### src/rtl/mp_addsub_pkg.sv
// Shared types and constants for the multi-precision add/subtract sequencer.
package mp_addsub_pkg;

  localparam int unsigned BYTE_W = 8;

  localparam logic OP_ADD = 1'b0;
  localparam logic OP_SUB = 1'b1;

  typedef enum logic [1:0] {
    StIdle = 2'd0,
    StRun  = 2'd1,
    StDone = 2'd2
  } state_e;

endpackage

### src/rtl/mp_addsub_seq_if.sv
// Operand/result bus of mp_addsub_seq; the ovf signal exists only when
// MP_ADDSUB_OVF_EN is defined.
interface mp_addsub_seq_if #(
  parameter int unsigned NBYTES = 4
);

  logic                  start;
  logic                  op_sub;
  logic [8*NBYTES-1:0]   a;
  logic [8*NBYTES-1:0]   b;
  logic                  ready;
  logic                  busy;
  logic                  done;
  logic [8*NBYTES-1:0]   result;
  logic                  cout;
`ifdef MP_ADDSUB_OVF_EN
  logic                  ovf;

  modport master (
    output start, op_sub, a, b,
    input  ready, busy, done, result, cout, ovf
  );
  modport slave (
    input  start, op_sub, a, b,
    output ready, busy, done, result, cout, ovf
  );
`else
  modport master (
    output start, op_sub, a, b,
    input  ready, busy, done, result, cout
  );
  modport slave (
    input  start, op_sub, a, b,
    output ready, busy, done, result, cout
  );
`endif

endinterface

### src/rtl/mp_addsub_seq_add8_cell.sv
// Combinational 8-bit generate/propagate ripple slice. With MP_ADDSUB_OVF_EN
// it also exposes the carry into bit 7 for signed-overflow detection.
module add8_cell (
  input  logic [7:0] a,
  input  logic [7:0] b,
  input  logic       cin,
  output logic [7:0] sum,
`ifdef MP_ADDSUB_OVF_EN
  output logic       c7,
`endif
  output logic       cout
);

  logic [7:0] g;
  logic [7:0] p;
  logic [8:0] c;

  always_comb begin
    g    = a & b;
    p    = a ^ b;
    c    = '0;
    c[0] = cin;
    for (int unsigned i = 0; i < 8; i++) begin
      c[i+1] = g[i] | (p[i] & c[i]);
    end
    sum  = p ^ c[7:0];
    cout = c[8];
  end

`ifdef MP_ADDSUB_OVF_EN
  assign c7 = c[7];
`endif

endmodule

### src/rtl/mp_addsub_seq.sv
// Multi-precision add/subtract sequencer: one 8-bit slice walks NBYTES lanes,
// LSB first. Define MP_ADDSUB_OVF_EN to add the signed-overflow output ovf.
module mp_addsub_seq
  import mp_addsub_pkg::*;
#(
  parameter int unsigned NBYTES = 4
) (
  input  logic            clk,
  input  logic            rst,
  mp_addsub_seq_if.slave  bus
);

  localparam int unsigned W       = BYTE_W * NBYTES;
  localparam int unsigned IdxW    = (NBYTES > 1) ? $clog2(NBYTES) : 1;
  localparam logic [IdxW-1:0] LastIdx = IdxW'(NBYTES - 1);

  state_e            state_q, state_d;
  logic [IdxW-1:0]   idx_q, idx_d;
  logic              carry_q, carry_d;
  logic              sub_q, sub_d;
  logic              cout_q, cout_d;
  logic [W-1:0]      a_q, a_d;
  logic [W-1:0]      b_q, b_d;
  logic [W-1:0]      result_q, result_d;

  logic [BYTE_W-1:0] a_byte;
  logic [BYTE_W-1:0] b_byte;
  logic [BYTE_W-1:0] sum_byte;
  logic              slice_cout;
`ifdef MP_ADDSUB_OVF_EN
  logic              ovf_q, ovf_d;
  logic              slice_c7;
`endif

  // Lane select; B is inverted here so subtract reuses the adder.
  always_comb begin
    a_byte = '0;
    b_byte = '0;
    for (int unsigned i = 0; i < NBYTES; i++) begin
      if (idx_q == IdxW'(i)) begin
        a_byte = a_q[i*BYTE_W +: BYTE_W];
        b_byte = b_q[i*BYTE_W +: BYTE_W] ^ {BYTE_W{sub_q}};
      end
    end
  end

  add8_cell u_add8_cell (
    .a    (a_byte),
    .b    (b_byte),
    .cin  (carry_q),
    .sum  (sum_byte),
`ifdef MP_ADDSUB_OVF_EN
    .c7   (slice_c7),
`endif
    .cout (slice_cout)
  );

  // FSM state register
  always_ff @(posedge clk or posedge rst) begin
    if (rst) begin
      state_q <= StIdle;
    end else begin
      state_q <= state_d;
    end
  end

  // FSM next state
  always_comb begin
    state_d = state_q;
    unique case (state_q)
      StIdle:  if (bus.start) state_d = StRun;
      StRun:   if (idx_q == LastIdx) state_d = StDone;
      StDone:  state_d = StIdle;
      default: state_d = StIdle;
    endcase
  end

  // FSM outputs
  always_comb begin
    bus.ready = (state_q == StIdle);
    bus.busy  = (state_q == StRun);
    bus.done  = (state_q == StDone);
  end

  // Datapath next state
  always_comb begin
    idx_d    = idx_q;
    carry_d  = carry_q;
    sub_d    = sub_q;
    cout_d   = cout_q;
    a_d      = a_q;
    b_d      = b_q;
    result_d = result_q;
`ifdef MP_ADDSUB_OVF_EN
    ovf_d    = ovf_q;
`endif
    if (state_q == StIdle && bus.start) begin
      a_d     = bus.a;
      b_d     = bus.b;
      sub_d   = bus.op_sub;
      carry_d = (bus.op_sub == OP_SUB);
      idx_d   = '0;
    end else if (state_q == StRun) begin
      for (int unsigned i = 0; i < NBYTES; i++) begin
        if (idx_q == IdxW'(i)) begin
          result_d[i*BYTE_W +: BYTE_W] = sum_byte;
        end
      end
      carry_d = slice_cout;
      if (idx_q == LastIdx) begin
        cout_d = slice_cout;
`ifdef MP_ADDSUB_OVF_EN
        ovf_d  = slice_c7 ^ slice_cout;
`endif
      end else begin
        idx_d = idx_q + IdxW'(1);
      end
    end
  end

  always_ff @(posedge clk or posedge rst) begin
    if (rst) begin
      idx_q    <= '0;
      carry_q  <= 1'b0;
      sub_q    <= 1'b0;
      cout_q   <= 1'b0;
      a_q      <= '0;
      b_q      <= '0;
      result_q <= '0;
`ifdef MP_ADDSUB_OVF_EN
      ovf_q    <= 1'b0;
`endif
    end else begin
      idx_q    <= idx_d;
      carry_q  <= carry_d;
      sub_q    <= sub_d;
      cout_q   <= cout_d;
      a_q      <= a_d;
      b_q      <= b_d;
      result_q <= result_d;
`ifdef MP_ADDSUB_OVF_EN
      ovf_q    <= ovf_d;
`endif
    end
  end

  assign bus.result = result_q;
  assign bus.cout   = cout_q;
`ifdef MP_ADDSUB_OVF_EN
  assign bus.ovf    = ovf_q;
`endif

endmodule

### src/flat_wrapper.sv
// flat-port wrapper written by rule: the top's interface ports become plain ports
module mp_addsub_seq_flat import mp_addsub_pkg::*;
#(
  parameter int unsigned NBYTES = 4
)
  (clk, rst, bus_start, bus_op_sub, bus_a, bus_b, bus_ready, bus_busy, bus_done, bus_result, bus_cout);
  mp_addsub_seq_if #(.NBYTES(NBYTES)) bus_i ();
  input  logic clk;
  input  logic rst;
  input wire logic [$bits(bus_i.start)-1:0] bus_start;
  input wire logic [$bits(bus_i.op_sub)-1:0] bus_op_sub;
  input wire logic [$bits(bus_i.a)-1:0] bus_a;
  input wire logic [$bits(bus_i.b)-1:0] bus_b;
  output wire logic [$bits(bus_i.ready)-1:0] bus_ready;
  output wire logic [$bits(bus_i.busy)-1:0] bus_busy;
  output wire logic [$bits(bus_i.done)-1:0] bus_done;
  output wire logic [$bits(bus_i.result)-1:0] bus_result;
  output wire logic [$bits(bus_i.cout)-1:0] bus_cout;
  assign bus_i.start = bus_start;
  assign bus_i.op_sub = bus_op_sub;
  assign bus_i.a = bus_a;
  assign bus_i.b = bus_b;
  assign bus_ready = bus_i.ready;
  assign bus_busy = bus_i.busy;
  assign bus_done = bus_i.done;
  assign bus_result = bus_i.result;
  assign bus_cout = bus_i.cout;
  mp_addsub_seq #(.NBYTES(NBYTES)) u_core (.clk(clk), .rst(rst), .bus(bus_i));
endmodule
### config.mk
export PLATFORM = sky130hd
export DESIGN_NAME = mp_addsub_seq_flat
export DESIGN_NICKNAME = d
export VERILOG_FILES = /design/src/rtl/mp_addsub_pkg.sv /design/src/rtl/mp_addsub_seq_if.sv /design/src/rtl/mp_addsub_seq_add8_cell.sv /design/src/rtl/mp_addsub_seq.sv /design/src/flat_wrapper.sv
export SDC_FILE = /design/constraint.sdc
export NUM_CORES = 1
export LEC_CHECK = 0
export BUFFER_PORTS_ARGS = -buffer_cell sky130_fd_sc_hd__buf_4
export CAP_MARGIN = 10
export CORE_MARGIN = 10
export CORE_UTILIZATION = 30
export DETAILED_ROUTE_END_ITERATION = 12
export GPL_TIMING_DRIVEN = 0
export PLACE_DENSITY = 0.59
export SYNTH_ARGS = -nofsm -noshare
export SYNTH_HDL_FRONTEND = slang
export SYNTH_SLANG_ARGS = --single-unit
export TNS_END_PERCENT = 20
### constraint.sdc
create_clock -name clk -period 11.2 [get_ports clk]
set_input_delay 0.56 -clock clk [delete_from_list [all_inputs] [get_ports clk]]
set_output_delay 0.56 -clock clk [all_outputs]
set_load 0.01 [all_outputs]
# After elaboration in Yosys (flattened, before gate mapping)
# Index checks and enable logic that the tools add are counted.
[totals]
reg_bits = 103
romBits = 0
output_inout_bits = 36
in_bits = 68
wordCells = 70
latchBits = 0
memories = 0
ram_bits = 0
[op_classes]
div = 0
addsub = 1
order_cmp = 0
n_shift = 0
eq_ne = 8
n_bitwise = 24
n_reduce_logical = 10
n_mux = 16
mul = 0
[ops]
columns = ["cell", "count"]
rows = [
  ["$mux 8", 8],
  ["$xor 8x8->8", 6],
  ["$reduce_and 3->1", 4],
  ["$mux 2", 5],
  ["$and 1x1->1", 8],
  ["$and 8x8->8", 1],
  ["$or 1x1->1", 8],
  ["$eq 2x2->1 const B", 3],
  ["$eq 2x1->1 const B", 2],
  ["$logic_not 2->1", 2],
  ["$ne 2x2->1 const B", 2],
  ["$pmux 2 s2", 1],
  ["$reduce_and 2->1", 2],
  ["$add 2x1->2 const B", 1],
  ["$mux 1", 2],
  ["$ne 2x1->1 const B", 1],
  ["$reduce_bool 2->1", 1],
  ["$logic_and 1x1->1", 1],
  ["$not 1->1", 1],
]

# Logic depth before layout (Yosys ltp)
# Gate-level depths: netlist of the first run.
[depth]
ltp_word = 24
mapped_depth = 19
mapped_depth_nobuf = 16

# Cells and area by module
# A second synthesis of the first run with hierarchy kept.
[unflattened]
hier_cells = 361
area_unflattened_um2 = 4889.7
[by_module_without_submodules]
columns = ["mod", "area_each_um2", "seq_area_each_um2", "cells_per_inst", "instances"]
rows = [
  ["mp_addsub_seq", 4692.0, 2577.5, 343, 1],
  ["add8_cell", 197.7, 0.0, 18, 1],
]

# Worst setup path before layout of the first run
# Ideal clock, no wire load.
[synth_timing]
kind = "reg2reg"
from = "reg u_core.idx_q[0]"
to = "reg u_core.result_q[31], in the netlist u_core.bus.result[31]"
required_ns = 11.072
setup_time_ns = 0.128
t_arrival_ns = 4.364
n_path_buf = 3
path_stages_with_launch = 19
path_slack_ns = 6.708
synth_period_minus_slack_ns = 4.492
path_cell_list = "dfrtp_1 ha_1 buf_4 nor2b_1 buf_6 buf_6 a221oi_1 o31ai_1 fa_1 fa_1 fa_1 inv_1 fa_1 fa_1 fa_1 fa_1 inv_1 fa_1 mux2_1"
[synth_via]
elab_chain_cells = 21
word_cells_on_any_way = 30
classes_between = "3 x eq/ne; 8 x mux; 17 x bitwise; 2 x reduce/logical"
[synth_lines]
columns = ["item", "line", "source"]
rows = [
  ["from (decl)", "mp_addsub_seq.sv:18", "logic [IdxW-1:0] idx_q, idx_d;"],
  ["from (signal assigned)", "mp_addsub_seq.sv:134", "idx_q <= idx_d;"],
  ["$logic_not 2->1", "mp_addsub_seq.sv:40", "if (idx_q == IdxW'(i)) begin"],
  ["$mux 8 (4 in a row)", "mp_addsub_seq.sv:40", ""],
  ["$xor 8x8->8", "mp_addsub_seq_add8_cell.sv:20", "p = a ^ b;"],
  ["$and 1x1->1", "mp_addsub_seq_add8_cell.sv:24", "c[i+1] = g[i] | (p[i] & c[i]);"],
  ["$or 1x1->1", "mp_addsub_seq_add8_cell.sv:24", ""],
  ["$and 1x1->1", "mp_addsub_seq_add8_cell.sv:24", ""],
  ["$or 1x1->1", "mp_addsub_seq_add8_cell.sv:24", ""],
  ["$and 1x1->1", "mp_addsub_seq_add8_cell.sv:24", ""],
  ["[... 3 more ...]", "--", ""],
  ["$and 1x1->1", "mp_addsub_seq_add8_cell.sv:24", ""],
  ["$or 1x1->1", "mp_addsub_seq_add8_cell.sv:24", ""],
  ["$and 1x1->1", "mp_addsub_seq_add8_cell.sv:24", ""],
  ["$or 1x1->1", "mp_addsub_seq_add8_cell.sv:24", ""],
  ["$and 1x1->1", "mp_addsub_seq_add8_cell.sv:24", ""],
  ["$or 1x1->1", "mp_addsub_seq_add8_cell.sv:24", ""],
  ["$xor 8x8->8 (*)", "mp_addsub_seq_add8_cell.sv:26", "sum = p ^ c[7:0];"],
  ["net u_core.sum_byte[7]", "mp_addsub_seq.sv:28", "logic [BYTE_W-1:0] sum_byte;"],
  ["to (signal assigned)", "mp_addsub_seq.sv:140", "result_q <= result_d;"],
  ["to (decl)", "mp_addsub_seq.sv:24", "logic [W-1:0] result_q, result_d;"],
]
# The timed path passes the listed nets; every way through them passes the cells marked *.
# A chain may end at the register's enable or synchronous reset.

# Worst setup path in the final report of the first run
[layout_timing]
from = "reg u_core.idx_q[1]"
to = "reg u_core.result_q[31], in the netlist u_core.bus.result[31]"
# Same word-level chain as after synthesis.

==> metrics.txt, run 1 <==
status=completed; max cap viols=0; Pwr Density=362 mW/mm2; final setup margin=6.14 ns; DR vias/cell=about 4.6; post-CTS setup buffers=0; clock insertion delay at the later pin of the skew report=between 0.3 and 0.4 ns; # hold bufs at CTS=0; pin count of the biggest net entering global routing=71; initial detailed-routing violation count=137; Critical Path AT=5.29 ns; diode count=0; Post-Place Cell Area=between 0.006 and 0.007 mm2; vias in the first global route=around 3,700; IO Count=104; YS warnings=0; DRC=0; Fin. Hold Viols=0; share of cells above drive strength 1=between 40% and 50%; Cell Area, Synth=approximately 0.0050 mm2; Post-DP HPWL=10000 um; Port-buffer cells=103; Leakage Power=roughly 2.8 nW; adder-cell share of the synthesized area=4.24%; Design Area, Final=around 0.0063 mm2; GPL Wtd Cong=0.821; post-synth top area share=roughly half; worst slew pin tran=approximately 0.48 ns; net count after synthesis=~450; PostCTS Resize Cnt=0; Yosys reg bits=just over 100; Synth top cells by count=dfrtp_1, mux2_2, nand2_1, o21ai_0; Main synth FF type=dfrtp_1; clk sinks=between 100 and 150; drt total wl=~13,000 um; Starting Density=~30%; RSZ-0062 raised after global routing=no; crit path max fanout=10; mux cell area share after synthesis=17.9%; simple logic cell fraction of the synthesized area=under 10%; top-count cell post-synth=dfrtp_1; Max VDD drop=0.156 mV; Peak Freq=198 MHz; Antenna Nets Post-Route=0; row cnt=46; drt pass-1 iters=4; Die Ht=~150 um; Rel. slew slack=68.0%; Syn Area/Cell=roughly 14 um2; Netlist cell types=31; CTS tree=yes; via count=~3,200; Layout Area Growth over Synthesis=28.0%; Max clock buf depth=2; EDFF count, synth=0; crit path kind=flop to flop; Worst-path clk slew=roughly 0.070 ns; die area=between 0.02 and 0.025 mm2; Async S/R FF share, synth=100%; Switching Share=between 30% and 40%; Worst setup SP type=flop; Total Nets Final=about 560; Synth Instances=between 300 and 400; GRT Overall Usage=11.8%; clk root buf=clkbuf_16; Layout fillers=1,532; min Tclk post-route=~5.1 ns; H-tree Lvls=3; Synth area leader=dfrtp_1; register area share after synthesis=between 50% and 60%; Worst Clk Skew=~0.0053 ns; crit share post-route=45.2%; sequential share of power=30.0%; core area=0.0161 mm2; total power=2.30 mW; main combinational cell family by area after synthesis=multiplexers; Setup TNS=0 ns; DR WL/cell=around 18 um; WP data required=around 11 ns; Final Setup Violations=0; Clock power frac=~15%; CP endpoint kind=flop; first-pass GRT wire length=20,200 um; Compound-Gate Fraction of Synth Area=8.58%; Slew Viols, Final=0; worst hold path class=input pin to asynchronous set/reset pin; Setup Slack @ Placement=6.16 ns; Post-Synth XOR/XNOR Area=5.65%; die width=about 150 um; Logic pwr share=55.4%; net load switching power=0.899 mW; initial antenna violation count=0; total global routing overflow=0; Internal Power=roughly 1.4 mW; Area contributors post-synth=dfrtp_1, mux2_2, buf_12, fa_1, a221oi_1; CTS Buf Count=9
==> worst max-delay path, cell delays in order, from the launching register on <==
cell	delay (ns)
dfrtp_1	0.38
inv_1	0.08
ha_1	0.18
buf_4	0.17
nor2b_1	0.15
buf_6	0.15
buf_6	0.14
a221oi_1	0.10
o31ai_1	0.46
fa_1	0.29
fa_1	0.19
fa_1	0.16
inv_1	0.05
fa_1	0.38
fa_1	0.40
fa_1	0.40
fa_1	0.38
inv_1	0.08
fa_1	0.49
mux2_1	0.32
==> routing by layer <==
metal / wire length (um) / vias up / track usage (%)
li1: - / 1517 / -
met1: 5500 / 1616 / 14.4
met2: 5990 / 97 / 18.8
met3: 966 / 12 / 4.52
met4: 165 / 0 / 3.37
met5: 0 / - / 0
==> final timing paths <==
path | startpoint | endpoint | slack (ns) | cells after the start
worst min-delay path | rst | u_core.bus.result[13]$_DFFE_PP0P_ | 0.23 | 2
max in group asynchronous | rst | u_core.a_q[20]$_DFFE_PP0P_ | 10.26 | 3
worst min register to register | u_core.bus.result[11]$_DFFE_PP0P_ | u_core.bus.result[11]$_DFFE_PP0P_ | 0.49 | 2
min in group clk | bus_a[20] | u_core.a_q[20]$_DFFE_PP0P_ | 0.43 | 3
worst max register to register | u_core.idx_q[1]$_DFFE_PP0P_ | u_core.bus.result[31]$_DFFE_PP0P_ | 6.14 | 19
worst max-delay path | u_core.idx_q[1]$_DFFE_PP0P_ | u_core.bus.result[31]$_DFFE_PP0P_ | 6.14 | 19
==> through the flow <==
stage	cells	util (%)	hold slack (ns)
finish	702	39.5	0.234
global route	702	39.5	0.266
CTS	702	39.5	0.239
detailed placement	686	37.6	0.475
global placement	685	37.4	0.464
floorplan	366	-	0.480
==> final cells by class <==
class                      count  area (um2)  area share, %
clock buffer                  11         233           3.67
tap                          216         270           4.26
sequential                   103        2580           40.6
clock inverter                 5        82.6           1.30
multi-input combinational    224        2030           32.0
timing repair buffer         104         801           12.6
inverter                      11        43.8          0.690
buffer                        28         307           4.83
==> cells in the final DEF, fill, tap and decap left out, types with 2 or more instances in the layout <==
| master | synthesis | final |
|---|---|---|
| buf_4 | 1 | 104 |
| dfrtp_1 | 103 | 103 |
| mux2_2 | 78 | 78 |
| nand2_1 | 25 | 25 |
| o21ai_0 | 21 | 21 |
| xnor2_1 | 16 | 16 |
| xor2_1 | 16 | 16 |
| a221oi_1 | 16 | 16 |
| inv_1 | 11 | 10 |
| a221o_1 | 9 | 9 |
| clkbuf_16 | 0 | 9 |
| buf_12 | 8 | 8 |
| buf_2 | 8 | 8 |
| fa_1 | 8 | 8 |
| nor2b_1 | 7 | 7 |
| buf_6 | 6 | 6 |
| clkbuf_1 | 3 | 5 |
| a21oi_1 | 4 | 4 |
| o31ai_1 | 4 | 4 |
| ha_1 | 4 | 4 |
| nand3b_1 | 3 | 3 |
| nor3b_1 | 2 | 2 |
| nor2_1 | 2 | 2 |
| a22oi_2 | 2 | 2 |
| a22oi_1 | 2 | 2 |
| bufinv_16 | 0 | 2 |
| clkinv_4 | 0 | 2 |
==> logic make-up (layout without fill, tap and decap cells) <==
family          after synthesis  count (layout)
flops                       103             103
buf+inv                      39             159
xor+xnor                     32              32
mux                          79              79
compound gates               58              58
fa+ha+maj                    12              12
simple gates                 43              43
==> sequential cells by signal, indices dropped and copies added (netlist names) <==
name,flops
u_core.b_q,32
u_core.bus.result,32
u_core.idx_q,2
u_core.sub_q,1
u_core.bus.cout,1
u_core.state_q,2
u_core.carry_q,1
u_core.a_q,32
==> power groups by stage <==
stage	sequential (mW)	clock, mW	combinational, mW
final	0.689	0.335	1.27
after global routing	0.713	0.359	1.41
after CTS	0.692	0.348	1.29
after detailed placement	0.700	0	1.28
after global placement	0.689	0	1.25
after floorplan	0.684	0	0.843
Power figures use the tool's default switching activity.
==> run 2, diff against run 1 <==
--- a/config.mk
+++ b/config.mk
@@ -11,7 +11,7 @@
 export CORE_UTILIZATION = 30
 export DETAILED_ROUTE_END_ITERATION = 12
 export GPL_TIMING_DRIVEN = 0
-export PLACE_DENSITY = 0.59
+export PLACE_DENSITY = 0.61
 export SYNTH_ARGS = -nofsm -noshare
 export SYNTH_HDL_FRONTEND = slang
 export SYNTH_SLANG_ARGS = --single-unit
==> constraint.sdc (replaced) <==
create_clock -name clk -period 4.6 [get_ports clk]
set_input_delay 0.23 -clock clk [delete_from_list [all_inputs] [get_ports clk]]
set_output_delay 0.23 -clock clk [all_outputs]
set_load 0.01 [all_outputs]
==> run 2 against run 1 <==
Global-route usage is essentially flat. Fmax rose by 13%. Sequential share of layout area shrank 0.93 points. First-iteration DRC count grew 16%. Register-to-register slack worse by 6.0 ns. Critical path type unchanged.
==> metrics.txt, run 2 (synthesis results as in run 1) <==
row cnt=46; Setup TNS=0 ns; clk sinks=~100; DR WL/cell=approximately 18 um; initial antenna violation count=0; die width=~150 um; DR vias/cell=between 4 and 5; die area=between 0.02 and 0.025 mm2; Internal Power=around 3.5 mW; Pwr Density=approximately 890 mW/mm2; status=completed; Crit path top cell by count=fa_2; net load switching power=roughly 2.3 mW; clk root buf=clkbuf_16; CP max stage delay=approximately 0.48 ns; Max VDD drop=between 0.4 and 0.5 mV; hold depth=3; Starting Density=a little under a third; IO Count=between 100 and 150; share of cells above drive strength 1=51.0%; core area=~0.016 mm2; Logic pwr share=57.6%; crit path max fanout=9; vias in the first global route=between 3,000 and 4,000; Worst Clk Skew=0.00935 ns; worst hold start=bus_a[20]; DRC=0; worst hold path class=input pin to flop; CTS Buf Count=9; R2R depth=17; Post-DP HPWL=9810 um; Worst setup SP type=flop; Layout Area Growth over Synthesis=31.0%; Slew Viols, Final=0; Total Nets Final=between 500 and 600; total power=5.80 mW; GPL Wtd Cong=about 0.84; CP endpoint kind=flop; Reg2Reg Setup Slack=~0.11 ns; Fin. Hold Viols=0; drt total wl=around 12,000 um; diode count=0; initial detailed-routing violation count=~160; Rel. slew slack=approximately three fifths; Layout fillers=1,529; total global routing overflow=0; Peak Freq=roughly 220 MHz; FF/Latch Area=0.00258 mm2; pin count of the biggest net entering global routing=between 50 and 60; most common cell after layout, fill and taps aside=buf_4; Switching Share=about two fifths; max cap viols=0; H-tree Lvls=3; Antenna Nets Post-Route=0; Worst-path clk slew=0.07 ns; area of the multi-input gates=roughly 0.0021 mm2; crit-path cells=ha_1 > buf_6 > nor2b_2 > buf_6 > a221oi_2 > o31ai_4 > fa_2 > fa_1 > fa_2 > inv_1 > fa_2 > fa_2 > fa_2 > fa_1 > inv_1 > fa_2 > mux2_4; Critical R2R Launch=u_core.idx_q[0]$_DFFE_PP0P_; drt pass-1 iters=4; Final Setup Violations=0; first-pass GRT wire length=a little over 20,000 um; CTS tree=yes; Leakage Power=around 2.9 nW; via count=between 3,000 and 4,000; crit share post-route=97.6%; sequential share of power=28.9%; crit path kind=flop to flop; RSZ-0062 raised after global routing=yes; Critical-path top delay cell=fa_2; clock insertion delay at the later pin of the skew report=0.35 ns; Critical Path Source=u_core.idx_q[0]$_DFFE_PP0P_; Port-buffer cells=around 100; Clock power frac=13.5%; commonest cells after routing, fill and taps aside=buf_4, dfrtp_1, mux2_2, nand2_1, o21ai_0; Critical Path AT=approximately 4.7 ns; Die Ht=~150 um; min Tclk post-route=between 4 and 5 ns; Max clock buf depth=2; hold slack final=0.0950 ns; WP data required=4.84 ns; worst slew pin tran=just over 0.6 ns; GRT Overall Usage=11.8%
[run 2: path summary, 6_finish.rpt]
path,end
max,u_core.bus.result[31]$_DFFE_PP0P_
min,u_core.a_q[20]$_DFFE_PP0P_
max reg2reg,u_core.bus.result[31]$_DFFE_PP0P_
min reg2reg,u_core.bus.result[4]$_DFFE_PP0P_
max in group asynchronous,u_core.a_q[8]$_DFFE_PP0P_
min in group asynchronous,u_core.bus.result[21]$_DFFE_PP0P_
[run 2: metal layers]
layer | global-route usage [%] | vias to the layer above | share of wire [%]
met4 | 2.78 | 0 | 0.72
met3 | 4.85 | 9 | 7.2
met1 | 14.6 | 1602 | 45
li1 | - | 1528 | -
met5 | 0 | - | 0
met2 | 18.7 | 97 | 48
[run 2: area by class of cell]
type	instances	area share, %
sequential	103	39.7
buffer	26	4.97
multi-input combinational	224	32.7
clock inverter	6	1.06
timing repair buffer	110	13.1
clock buffer	10	3.68
inverter	11	0.674
tap	216	4.16
[run 2: timing repair]
| action | CTS | global route |
|---|---|---|
| hold endpoints to repair | 46 | 0 |
| gates resized for setup | 18 | 16 |
| pin swaps | 4 | 3 |
| hold buffers | 1 | 0 |
| buffers inserted | 5 | 0 |
| setup endpoints to repair | 5 | 6 |
[run 2: metrics by stage]
step | area [um2] | setup slack (ns) | std cells | util, %
5_1_grt | 6500 | -0.0599 | 706 | 40.5
4_1_cts | 6450 | 0.000377 | 706 | 40.2
2_1_floorplan | 4960 | 0.108 | 366 | -
6_report | 6500 | 0.112 | 706 | 40.5
3_5_place_dp | 6030 | -0.470 | 686 | 37.6
3_3_place_gp | 6000 | -0.419 | 685 | 37.4
[run 2: power groups by stage]
| stage | logic [mW] | registers (mW) | clock network, mW |
|---|---|---|---|
| after floorplan | 2.05 | 1.67 | 0 |
| after global placement | 3.05 | 1.68 | 0 |
| after detailed placement | 3.13 | 1.69 | 0 |
| after CTS | 3.29 | 1.68 | 0.816 |
| after global routing | 3.71 | 1.73 | 0.845 |
| final | 3.34 | 1.67 | 0.783 |
[run 2: worst max-delay path, delay by kind of cell (launching register included)]
kind            cells  cell delay (ns)
simple gates        1             0.12
mux                 1             0.29
buf+inv             4             0.42
fa+ha+maj           9             2.70
flops               1             0.42
compound gates      2             0.41
==> run 3, diff against run 2 <==
--- a/config.mk
+++ b/config.mk
@@ -11,7 +11,7 @@
 export CORE_UTILIZATION = 30
 export DETAILED_ROUTE_END_ITERATION = 12
 export GPL_TIMING_DRIVEN = 0
-export PLACE_DENSITY = 0.61
+export PLACE_DENSITY = 0.59
 export SYNTH_ARGS = -nofsm -noshare
 export SYNTH_HDL_FRONTEND = slang
 export SYNTH_SLANG_ARGS = --single-unit
==> constraint.sdc (replaced) <==
create_clock -name clk -period 5.7 [get_ports clk]
set_input_delay 0.285 -clock clk [delete_from_list [all_inputs] [get_ports clk]]
set_output_delay 0.285 -clock clk [all_outputs]
set_load 0.01 [all_outputs]
==> run 3 against run 2 <==
Routed wire length rose by 1.2%. Clock power is 16% lower. Flip-flop and latch count did not move. Utilization fell by 0.86 points. Setup slack better by 0.55 ns. Clock skew shrank 0.0037 ns.
==> metrics.txt, run 3 (synthesis results as in run 1) <==
Peak Freq=between 150 and 200 MHz; Port-buffer cells=103; initial detailed-routing violation count=135; Reg2Reg Setup Slack=0.66 ns; die width=149 um; hold slack final=around 0.15 ns; max cap viols=0; Pwr Density=slightly above 700 mW/mm2; Starting Density=between 30% and 40%; vias in the first global route=3,708; CTS Buf Count=9; clk sinks=~100; final setup margin=roughly 0.66 ns; IO Count=104; crit path max fanout=10; status=completed; initial antenna violation count=0; Design Area, Final=roughly 0.0064 mm2; commonest cells after routing, fill and taps aside=buf_4, dfrtp_1, mux2_2, nand2_1, o21ai_0; worst slew pin tran=a little under 0.5 ns; Slew Viols, Final=0; CP endpoint kind=flop; Inst Count DP=slightly below 700; area of the multi-input gates=0.00203 mm2; crit path kind=flop to flop; RSZ-0062 raised after global routing=no; Die Ht=149 um; Fin. Hold Viols=0; Post-Place Cell Area=about 0.0060 mm2; Antenna Nets Post-Route=0; drt pass-1 iters=4; WP data required=slightly below 6 ns; Final Setup Violations=0; pin count of the biggest net entering global routing=slightly above 70; GPL Wtd Cong=0.821; via count=3,272; DR WL/cell=18.0 um; clk root buf=clkbuf_16; total power=roughly 4.5 mW; Post-DP HPWL=about 10000 um; Critical Path AT=5.27 ns; Setup TNS=0 ns; Total Nets Final=~560; diode count=0; Setup Slack @ Placement=approximately 0.66 ns; core area=roughly 0.016 mm2; Max VDD drop=around 0.3 mV; post-CTS setup buffers=0; H-tree Lvls=3; FF/Latch Area=around 0.0026 mm2; first-pass GRT wire length=roughly 20,000 um; most common cell after layout, fill and taps aside=buf_4; GRT Overall Usage=between 10% and 20%; drt total wl=about 13,000 um; clock insertion delay at the later pin of the skew report=between 0.3 and 0.4 ns; Worst setup SP type=flop; Layout fillers=1,531; total global routing overflow=0; Max clock buf depth=2; DRC=0; crit share post-route=88.5%; DR vias/cell=around 4.7; Finished Core Util=approximately two fifths; Rel. slew slack=around two thirds; Finished Layout Cells=around 700; CTS tree=yes; Leakage Power=between 2 and 3 nW; row cnt=46; Layout Area Growth over Synthesis=28.2%; worst hold path class=input pin to flop; Worst Clk Skew=0.00562 ns; Worst-path clk slew=~0.070 ns; share of cells above drive strength 1=46.4%; die area=0.0221 mm2; min Tclk post-route=5.04 ns
-- run 3: cell count changes in the layout (fill, tap and decap cells not counted), sizes merged --
cell	before	now
buf	133	128
clkbuf	12	15
clkinv	0	3
clkinvlp	4	0
inv	12	11
bufinv	1	2
-- run 3: final timing paths --
check / start / endpoint / cells past startpoint
worst max register to register: u_core.idx_q[1]$_DFFE_PP0P_ / u_core.bus.result[31]$_DFFE_PP0P_ / 19
worst max-delay path: u_core.idx_q[1]$_DFFE_PP0P_ / u_core.bus.result[31]$_DFFE_PP0P_ / 19
min in group asynchronous: rst / u_core.bus.result[13]$_DFFE_PP0P_ / 3
max in group asynchronous: rst / u_core.a_q[20]$_DFFE_PP0P_ / 4
worst min-delay path: bus_a[20] / u_core.a_q[20]$_DFFE_PP0P_ / 3
worst min register to register: u_core.bus.result[11]$_DFFE_PP0P_ / u_core.bus.result[11]$_DFFE_PP0P_ / 2
-- run 3: timing repair --
item	CTS	global route
endpoints found under the hold margin	33	0
hold buffers	1	0
resized for setup	0	0
-- run 3: routing by layer --
metal  part of all wire [%]  GRT usage (%)  vias up  wire length, um
met2                     47           18.8      101             5990
li1                       -              -     1522                -
met1                     44           14.4     1637             5550
met5                      0              0        -                0
met4                    1.4           3.37        0              173
met3                    7.4           4.52       12              935
-- run 3: layout make-up --
class	instances	share of cell area (%)
tap	216	4.25
clock buffer	11	3.66
timing repair buffer	105	12.8
buffer	28	4.82
inverter	11	0.689
sequential	103	40.5
multi-input combinational	224	32.0
clock inverter	5	1.30
-- run 3: where the power goes --
| part | leakage [nW] | switching (mW) | internal, mW | total [mW] |
|---|---|---|---|---|
| Combinational | 1.44 | 1.26 | 1.25 | 2.50 |
| Clock | 0.154 | 0.272 | 0.386 | 0.658 |
| Sequential | 1.23 | 0.241 | 1.11 | 1.36 |
| Total | 2.83 | 1.77 | 2.75 | 4.52 |
-- run 3: worst max-delay path, stage by stage, from the launching register on --
cell      delay (ns)
dfrtp_1         0.38
inv_1           0.08
ha_1            0.18
buf_4           0.17
nor2b_1         0.15
buf_6           0.15
buf_6           0.14
a221oi_1        0.10
o31ai_1         0.46
fa_1            0.28
fa_1            0.19
fa_1            0.16
inv_1           0.05
fa_1            0.38
fa_1            0.40
fa_1            0.40
fa_1            0.38
inv_1           0.08
fa_1            0.49
mux2_1          0.32
